<file path="src/rtl/rf_wb_arbiter_if.sv">
// Writeback bus between the two writeback sources and rf_wb_arbiter, plus the RF write port.
// Handshake: a transfer happens in any cycle where valid && ready; the source holds valid/addr/data stable until then.
interface rf_wb_arbiter_if;
    logic        i_s0_valid;
    logic        o_s0_ready;
    logic [4:0]  i_s0_addr;
    logic [31:0] i_s0_data;
    logic        i_s1_valid;
    logic        o_s1_ready;
    logic [4:0]  i_s1_addr;
    logic [31:0] i_s1_data;
    logic        i_hold;
    logic        o_rd_wen;
    logic [4:0]  o_rd_waddr;
    logic [31:0] o_rd_wdata;
    logic        o_busy;

    modport master (
        output i_s0_valid, i_s0_addr, i_s0_data,
        output i_s1_valid, i_s1_addr, i_s1_data,
        output i_hold,
        input  o_s0_ready, o_s1_ready,
        input  o_rd_wen, o_rd_waddr, o_rd_wdata, o_busy
    );

    modport slave (
        input  i_s0_valid, i_s0_addr, i_s0_data,
        input  i_s1_valid, i_s1_addr, i_s1_data,
        input  i_hold,
        output o_s0_ready, o_s1_ready,
        output o_rd_wen, o_rd_waddr, o_rd_wdata, o_busy
    );
endinterface

</file>
<file path="src/rtl/rf_wb_arbiter.sv">
// Two-source register-file writeback arbiter with one registered output stage and a src1 starvation guard.
// Optional macro WB_ARB_RR_EN: round-robin priority instead of fixed src0 priority.
module rf_wb_arbiter #(
    parameter int MAX_WAIT = 4,
    parameter int CNT_W    = 4
) (
    input  logic             i_clk,
    input  logic             i_rst_n,
    rf_wb_arbiter_if.slave   wb,
    output logic [CNT_W-1:0] o_dbg_cnt,
    output logic             o_dbg_rr_ptr,
    output logic             o_dbg_stage
);

    typedef enum logic {
        STG_EMPTY = 1'b0,
        STG_FULL  = 1'b1
    } stage_e;

    localparam logic [CNT_W-1:0] MAX_CNT = CNT_W'(MAX_WAIT);

    stage_e           stage_q, stage_d;
    logic [4:0]       addr_q, addr_d;
    logic [31:0]      data_q, data_d;
    logic [CNT_W-1:0] cnt_q, cnt_d;
    logic             rr_ptr_q, rr_ptr_d;

    logic stage_free;
    logic starved;
    logic pick_s1;
    logic gnt0;
    logic gnt1;

    // State register
    always_ff @(posedge i_clk or negedge i_rst_n) begin
        if (!i_rst_n) begin
            stage_q  <= STG_EMPTY;
            addr_q   <= '0;
            data_q   <= '0;
            cnt_q    <= '0;
            rr_ptr_q <= 1'b0;
        end else begin
            stage_q  <= stage_d;
            addr_q   <= addr_d;
            data_q   <= data_d;
            cnt_q    <= cnt_d;
            rr_ptr_q <= rr_ptr_d;
        end
    end

    // The staged entry drains every unheld cycle, so the stage is free whenever hold is low.
    // Gating with reset keeps both readies low while reset is asserted.
    always_comb begin
        stage_free = i_rst_n && !wb.i_hold;
        starved    = (cnt_q == MAX_CNT);
`ifdef WB_ARB_RR_EN
        pick_s1    = wb.i_s1_valid && (!wb.i_s0_valid || starved || rr_ptr_q);
`else
        pick_s1    = wb.i_s1_valid && (!wb.i_s0_valid || starved);
`endif
        gnt1       = stage_free && pick_s1;
        gnt0       = stage_free && wb.i_s0_valid && !pick_s1;
    end

    // Next-state logic
    always_comb begin
        stage_d  = stage_q;
        addr_d   = addr_q;
        data_d   = data_q;
        cnt_d    = cnt_q;
        rr_ptr_d = rr_ptr_q;
        if (!wb.i_hold) begin
            if (gnt0) begin
                stage_d = STG_FULL;
                addr_d  = wb.i_s0_addr;
                data_d  = wb.i_s0_data;
            end else if (gnt1) begin
                stage_d = STG_FULL;
                addr_d  = wb.i_s1_addr;
                data_d  = wb.i_s1_data;
            end else begin
                stage_d = STG_EMPTY;
            end
        end
        // Held cycles still count as lost arbitration for a waiting src1.
        if (gnt1) begin
            cnt_d = '0;
        end else if (wb.i_s1_valid && !starved) begin
            cnt_d = cnt_q + CNT_W'(1);
        end
`ifdef WB_ARB_RR_EN
        if (gnt0) begin
            rr_ptr_d = 1'b1;
        end else if (gnt1) begin
            rr_ptr_d = 1'b0;
        end
`else
        rr_ptr_d = 1'b0;
`endif
    end

    // Output logic; writes to x0 are consumed with the write enable kept low.
    always_comb begin
        wb.o_s0_ready = gnt0;
        wb.o_s1_ready = gnt1;
        wb.o_busy     = (stage_q == STG_FULL);
        wb.o_rd_wen   = (stage_q == STG_FULL) && (addr_q != 5'd0) && !wb.i_hold;
        wb.o_rd_waddr = addr_q;
        wb.o_rd_wdata = data_q;
        o_dbg_cnt     = cnt_q;
        o_dbg_rr_ptr  = rr_ptr_q;
        o_dbg_stage   = stage_q;
    end

endmodule
</file>
<file path="src/flat_wrapper.sv">
// flat-port wrapper written by rule: the top's interface ports become plain ports
module rf_wb_arbiter_flat 
#(
    parameter int MAX_WAIT = 4,
    parameter int CNT_W    = 4
)
  (i_clk, i_rst_n, o_dbg_cnt, o_dbg_rr_ptr, o_dbg_stage, wb_i_s0_valid, wb_i_s0_addr, wb_i_s0_data, wb_i_s1_valid, wb_i_s1_addr, wb_i_s1_data, wb_i_hold, wb_o_s0_ready, wb_o_s1_ready, wb_o_rd_wen, wb_o_rd_waddr, wb_o_rd_wdata, wb_o_busy);
  rf_wb_arbiter_if wb_i ();
  input  logic i_clk;
  input  logic i_rst_n;
  output logic [CNT_W-1:0] o_dbg_cnt;
  output logic o_dbg_rr_ptr;
  output logic o_dbg_stage;
  input wire logic [$bits(wb_i.i_s0_valid)-1:0] wb_i_s0_valid;
  input wire logic [$bits(wb_i.i_s0_addr)-1:0] wb_i_s0_addr;
  input wire logic [$bits(wb_i.i_s0_data)-1:0] wb_i_s0_data;
  input wire logic [$bits(wb_i.i_s1_valid)-1:0] wb_i_s1_valid;
  input wire logic [$bits(wb_i.i_s1_addr)-1:0] wb_i_s1_addr;
  input wire logic [$bits(wb_i.i_s1_data)-1:0] wb_i_s1_data;
  input wire logic [$bits(wb_i.i_hold)-1:0] wb_i_hold;
  output wire logic [$bits(wb_i.o_s0_ready)-1:0] wb_o_s0_ready;
  output wire logic [$bits(wb_i.o_s1_ready)-1:0] wb_o_s1_ready;
  output wire logic [$bits(wb_i.o_rd_wen)-1:0] wb_o_rd_wen;
  output wire logic [$bits(wb_i.o_rd_waddr)-1:0] wb_o_rd_waddr;
  output wire logic [$bits(wb_i.o_rd_wdata)-1:0] wb_o_rd_wdata;
  output wire logic [$bits(wb_i.o_busy)-1:0] wb_o_busy;
  assign wb_i.i_s0_valid = wb_i_s0_valid;
  assign wb_i.i_s0_addr = wb_i_s0_addr;
  assign wb_i.i_s0_data = wb_i_s0_data;
  assign wb_i.i_s1_valid = wb_i_s1_valid;
  assign wb_i.i_s1_addr = wb_i_s1_addr;
  assign wb_i.i_s1_data = wb_i_s1_data;
  assign wb_i.i_hold = wb_i_hold;
  assign wb_o_s0_ready = wb_i.o_s0_ready;
  assign wb_o_s1_ready = wb_i.o_s1_ready;
  assign wb_o_rd_wen = wb_i.o_rd_wen;
  assign wb_o_rd_waddr = wb_i.o_rd_waddr;
  assign wb_o_rd_wdata = wb_i.o_rd_wdata;
  assign wb_o_busy = wb_i.o_busy;
  rf_wb_arbiter #(.MAX_WAIT(MAX_WAIT), .CNT_W(CNT_W)) u_core (.i_clk(i_clk), .i_rst_n(i_rst_n), .wb(wb_i), .o_dbg_cnt(o_dbg_cnt), .o_dbg_rr_ptr(o_dbg_rr_ptr), .o_dbg_stage(o_dbg_stage));
endmodule
</file>
<file path="config.mk">
export PLATFORM = sky130hd
export DESIGN_NAME = rf_wb_arbiter_flat
export DESIGN_NICKNAME = d
export VERILOG_FILES = /design/src/rtl/rf_wb_arbiter_if.sv /design/src/rtl/rf_wb_arbiter.sv /design/src/flat_wrapper.sv
export SDC_FILE = /design/constraint.sdc
export NUM_CORES = 1
export LEC_CHECK = 0
export CAP_MARGIN = 10
export CORE_AREA = 2 2 98 109
export DETAILED_ROUTE_END_ITERATION = 10
export DIE_AREA = 0 0 100 111
export DONT_BUFFER_PORTS = 1
export PLACE_DENSITY = 0.43
export SYNTH_ARGS = -nofsm -noshare
export SYNTH_HDL_FRONTEND = slang
export SYNTH_SLANG_ARGS = --single-unit
export TNS_END_PERCENT = 20
</file>
<file path="constraint.sdc">
create_clock -name i_clk -period 3.8 [get_ports i_clk]
set_input_delay 0.76 -clock i_clk [delete_from_list [all_inputs] [get_ports i_clk]]
set_output_delay 0.76 -clock i_clk [all_outputs]
set_load 0.02 [all_outputs]
</file>
# == Word level (Yosys, flattened, before mapping) ==
# Cells that the tools add are included.
# op_classes
addsub,1
n_eq_ne,1
n_mux,8
bitwise,1
n_reduce_logical,17
# op_table
op,count
two-way mux 32 bit,2
two-way mux 5 bit,2
logical AND 1 bit,8
two-way mux 4 bit,2
nonzero test 5 bit,1
"adder 4 x 1 -> 4 bit, second input constant",1
"equality test 4 x 3 -> 1 bit, second input constant",1
logical NOT 1 bit,4
nonzero test 2 bit,2
two-way mux 1 bit,2
AND reduction 2 bit,1
logical OR 1 bit,1
NOT 1 bit,1
# totals
ff_bits,42
elab_cells,32

# == Depth between registers and ports, before layout ==
# depth
depth_word,7
ltp_mapped,7

# == Worst setup path after synthesis ==
# Ideal clock, no wire load.
# synth_timing
path_kind,input to output
from,input wb_i_s1_valid
to,output wb_o_s0_ready
t_arrival_ps,1479
required_time_ps,3040
path_slack_ps,1561
stages,5
n_path_buf,3
path_cell_list,buf_4 -> nand4b_1 -> and3_1 -> buf_6 -> buf_6
# synth_between
elab_chain_cells,3
# synth_rtl
element,line_no,rtl
start: declaration,flat_wrapper.sv:17,input wire logic [$bits(wb_i.i_s1_valid)-1:0] wb_i_s1_valid;
logical AND 1 bit,rf_wb_arbiter.sv:59,pick_s1 = wb.i_s1_valid && (!wb.i_s0_valid || starved);
logical NOT 1 bit,rf_wb_arbiter.sv:62,gnt0 = stage_free && wb.i_s0_valid && !pick_s1;
logical AND 1 bit,rf_wb_arbiter.sv:62,
end: declaration,flat_wrapper.sv:21,output wire logic [$bits(wb_i.o_s0_ready)-1:0] wb_o_s0_ready;
# No other way between the ends.

# == Worst setup path in the final report ==
# layout_timing
from,"register u_core.cnt_q[0], in the netlist u_core.o_dbg_cnt[0]"
to,output wb_o_s0_ready
# layout_between
elab_chain_cells,5
# layout_rtl
element,line_no,rtl
start: declaration,rf_wb_arbiter.sv:25,"logic [CNT_W-1:0] cnt_q, cnt_d;"
start signal: assignment,rf_wb_arbiter.sv:46,cnt_q <= cnt_d;
equality test 4 x 3 -> 1 bit,rf_wb_arbiter.sv:55,starved = (cnt_q == MAX_CNT);
logical OR 1 bit,rf_wb_arbiter.sv:59,
logical AND 1 bit,rf_wb_arbiter.sv:59,
logical NOT 1 bit,rf_wb_arbiter.sv:62,
logical AND 1 bit,rf_wb_arbiter.sv:62,
# No other way between the ends.

==> impl_metrics.json <==
{
  "synth_cells": 253,
  "synth_mux_area_share_pct": 0,
  "initial_core_util_pct": 24.1,
  "p_per_area_nw_per_um2": 630,
  "synth_top_family_by_area": "compound AO/OA/AOI/OAI gates",
  "vias": 2001,
  "cts_resized": 0,
  "routed_via_density": 5.54,
  "irDropWorstVdd_uv": 181,
  "crit_type": "flip-flop to primary output",
  "synth_edf_count": 0,
  "synth_cell_type_count": 33,
  "core_area_um2": 10100,
  "synth_seq_cells": 42,
  "critical_path.endpoint_type": "primary output",
  "path_clk_slew_ns": 0.07,
  "p_sw_share_pct": 35.8,
  "skew_ns": 0.00752,
  "rsz0062_at_grt": "false",
  "hold_viol": 0,
  "drt-total-wl_mm": 7.46,
  "cts_buffers": 5,
  "root_buffer": "clkbuf_16",
  "post_cts_buffers": 0,
  "place_area_um2": 2510,
  "worst_hold_slack_ns": 0.169,
  "async_reset_ff_share_pct": 100,
  "syn-num-nets": 334,
  "cts_buffer_depth": 2,
  "synthSimpleGateAreaFrac_pct": 14.2,
  "cp_slowest_stage_delay_ns": 0.53,
  "slew_viol_final": 0,
  "avgSynthCellArea_um2": 9.66,
  "synth_area_leaders": "dfrtp_1, o311ai_2, nand4_1, o21ai_0, o311ai_1",
  "final_antenna_net_count": 0,
  "grt_max_degree": 46,
  "fin_crit_sh_pct": 72.2,
  "synth_xor_area_share_pct": 0,
  "finalNonFillerCells": 361,
  "hold_buffers": 0,
  "grt_pass1_vias": 2121,
  "final.setup.tns_ns": 0,
  "drive_gt1_share_pct": 16.0,
  "clock-sinks": 42,
  "final_common_cell": "dfrtp_1",
  "io-pin-count": 126,
  "insertion_delay_ns": 0.28,
  "slowest_stage": "dfrtp_1",
  "tightestPinTransition_ns": 0.825,
  "cp_cell_sequence": "inv_1 > ha_1 > nand4b_1 > buf_4 > and3_2",
  "antenna_found_initial": 1,
  "min_period_ns": 2.74,
  "setup.worst_path.start_class": "flip-flop",
  "setup_viol_count_final": 0,
  "reg2reg_to": "u_core.wb.o_rd_wdata[14]",
  "chipHeight_um": 111,
  "status": "finished, final reports clean",
  "placed_cells": 352,
  "p_switching_mw": 0.612,
  "first_pass_iters": 4,
  "rows": 39,
  "synth-compound-area-share_pct": 29.4,
  "max_freq_ghz": 0.364,
  "cts_tree": "yes",
  "slew_headroom_pct": 44.9,
  "leakage_nw": 1.09,
  "first_iter_violations": 56,
  "htree_num_levels": 2,
  "worstRegToRegCells": 7,
  "intPower_mw": 1.10,
  "grt_remaining_overflow": 0,
  "gp_congestion": 0.719,
  "hold_path.class": "input pin to asynchronous set/reset pin",
  "grt_usage_pct": 13.6,
  "die_w_um": 100,
  "io_buffers": 0,
  "crit_fanout": 38,
  "p_clk_share_pct": 33.9,
  "required_ns": 3.04,
  "combPwrFrac_pct": 19.8,
  "regToRegSetupSlack_ns": 1.25,
  "sequentialPowerShare_pct": 46.3,
  "r2r-start": "u_core.o_dbg_cnt[0]",
  "yosysWarnings": 0,
  "yosysTopAreaCell": "dfrtp_1",
  "nets": 317,
  "wl_per_cell_um": 20.7,
  "final_cell_mix": "dfrtp_1, inv_1, nand4_1, o21ai_0, o311ai_2",
  "maxCapViolations": 0,
  "synth_top_flop_cell": "dfrtp_1",
  "die_area_um2": 11100,
  "drc_errors": 0,
  "cp.arrival_ns": 1.98,
  "place_hpwl_mm": 4.84,
  "final_area_um2": 2710,
  "syn_area_um2": 2440,
  "grt_pass1_wl_mm": 11.8,
  "finalPower_mw": 1.71,
  "synth_top_area_share_pct": 43.0,
  "synthAdderAreaFrac_pct": 1.02,
  "areaGrowthSynthToFinish_pct": 11.0,
  "yosysSeqAreaShare_pct": 43.0
}
-- critical path, delay by kind of cell (launching register included) --
| kind | cells | cell delay (ns) |
|---|---|---|
| fa+ha+maj | 1 | 0.25 |
| flops | 1 | 0.53 |
| simple gates | 2 | 0.44 |
| buf+inv | 2 | 0.48 |
-- layout make-up --
cell class	instances	area (µm²)
fill	1104	7440
multi-input combinational	142	1110
sequential	42	1050
tap	123	154
inverter	39	146
clock buffer	6	139
clock inverter	2	60.1
timing repair buffer	6	45.0
antenna	1	2.50
-- registers in the layout, indices dropped and copies added, names as in the netlist --
name / count
u_core.wb.o_rd_waddr: 5
u_core.o_dbg_cnt: 4
u_core.o_dbg_stage: 1
u_core.wb.o_rd_wdata: 32
-- per-layer routing --
| layer | wire length (µm) | vias to the layer above | global-route usage, % |
|---|---|---|---|
| met5 | 0 | - | 0 |
| met4 | 31 | 0 | 3.20 |
| met3 | 476 | 2 | 3.47 |
| met2 | 3710 | 81 | 22.7 |
| met1 | 3240 | 1006 | 17.7 |
| li1 | - | 912 | - |
-- logic make-up (layout without fill, tap and decap cells) --
| family | after synthesis | count (layout) |
|---|---|---|
| AOI/OAI and AO/OA | 84 | 84 |
| buffers and inverters | 69 | 53 |
| and+or+nand+nor | 55 | 55 |
| DFF | 42 | 42 |
| adders and majority gates | 2 | 2 |
| other | 1 | 2 |
-- worst max-delay path by stage --
stage	startpoint	to	slack, ns	depth (start not counted)
detailed placement	i_rst_n	u_core.wb.o_rd_wdata[6]	1.27	5
CTS	u_core.o_dbg_cnt[0]	wb_o_s0_ready	1.05	5
finish	u_core.o_dbg_cnt[0]	wb_o_s0_ready	1.06	5
global route	u_core.o_dbg_cnt[0]	wb_o_s0_ready	0.91	5
global placement	i_rst_n	u_core.wb.o_rd_wdata[31]	1.30	5
floorplan	wb_i_s1_valid	wb_o_s0_ready	1.56	5
-- through the flow --
stage	util [%]	worst slack (ns)
2_1_floorplan	-	1.56
3_3_place_gp	24.7	1.30
3_5_place_dp	24.7	1.27
4_1_cts	26.7	1.05
5_1_grt	26.7	0.911
6_report	26.7	1.06
-- power groups by stage --
stage          clock network (mW)  logic [mW]  registers (mW)
6_report                    0.578       0.338           0.791
5_1_grt                     0.622       0.384           0.808
4_1_cts                     0.601       0.341           0.794
3_5_place_dp                    0       0.339           0.803
3_3_place_gp                    0       0.336           0.801
2_1_floorplan                   0       0.295           0.767
-- synthesized netlist by cell type, drive strengths merged (3+ instances only) --
library cell / instances
dfrtp: 42
buf: 12
nand4: 37
nor2: 3
clkbuf: 18
o311ai: 37
inv: 39
o21ai: 40
Power figures use the tool's default switching activity.
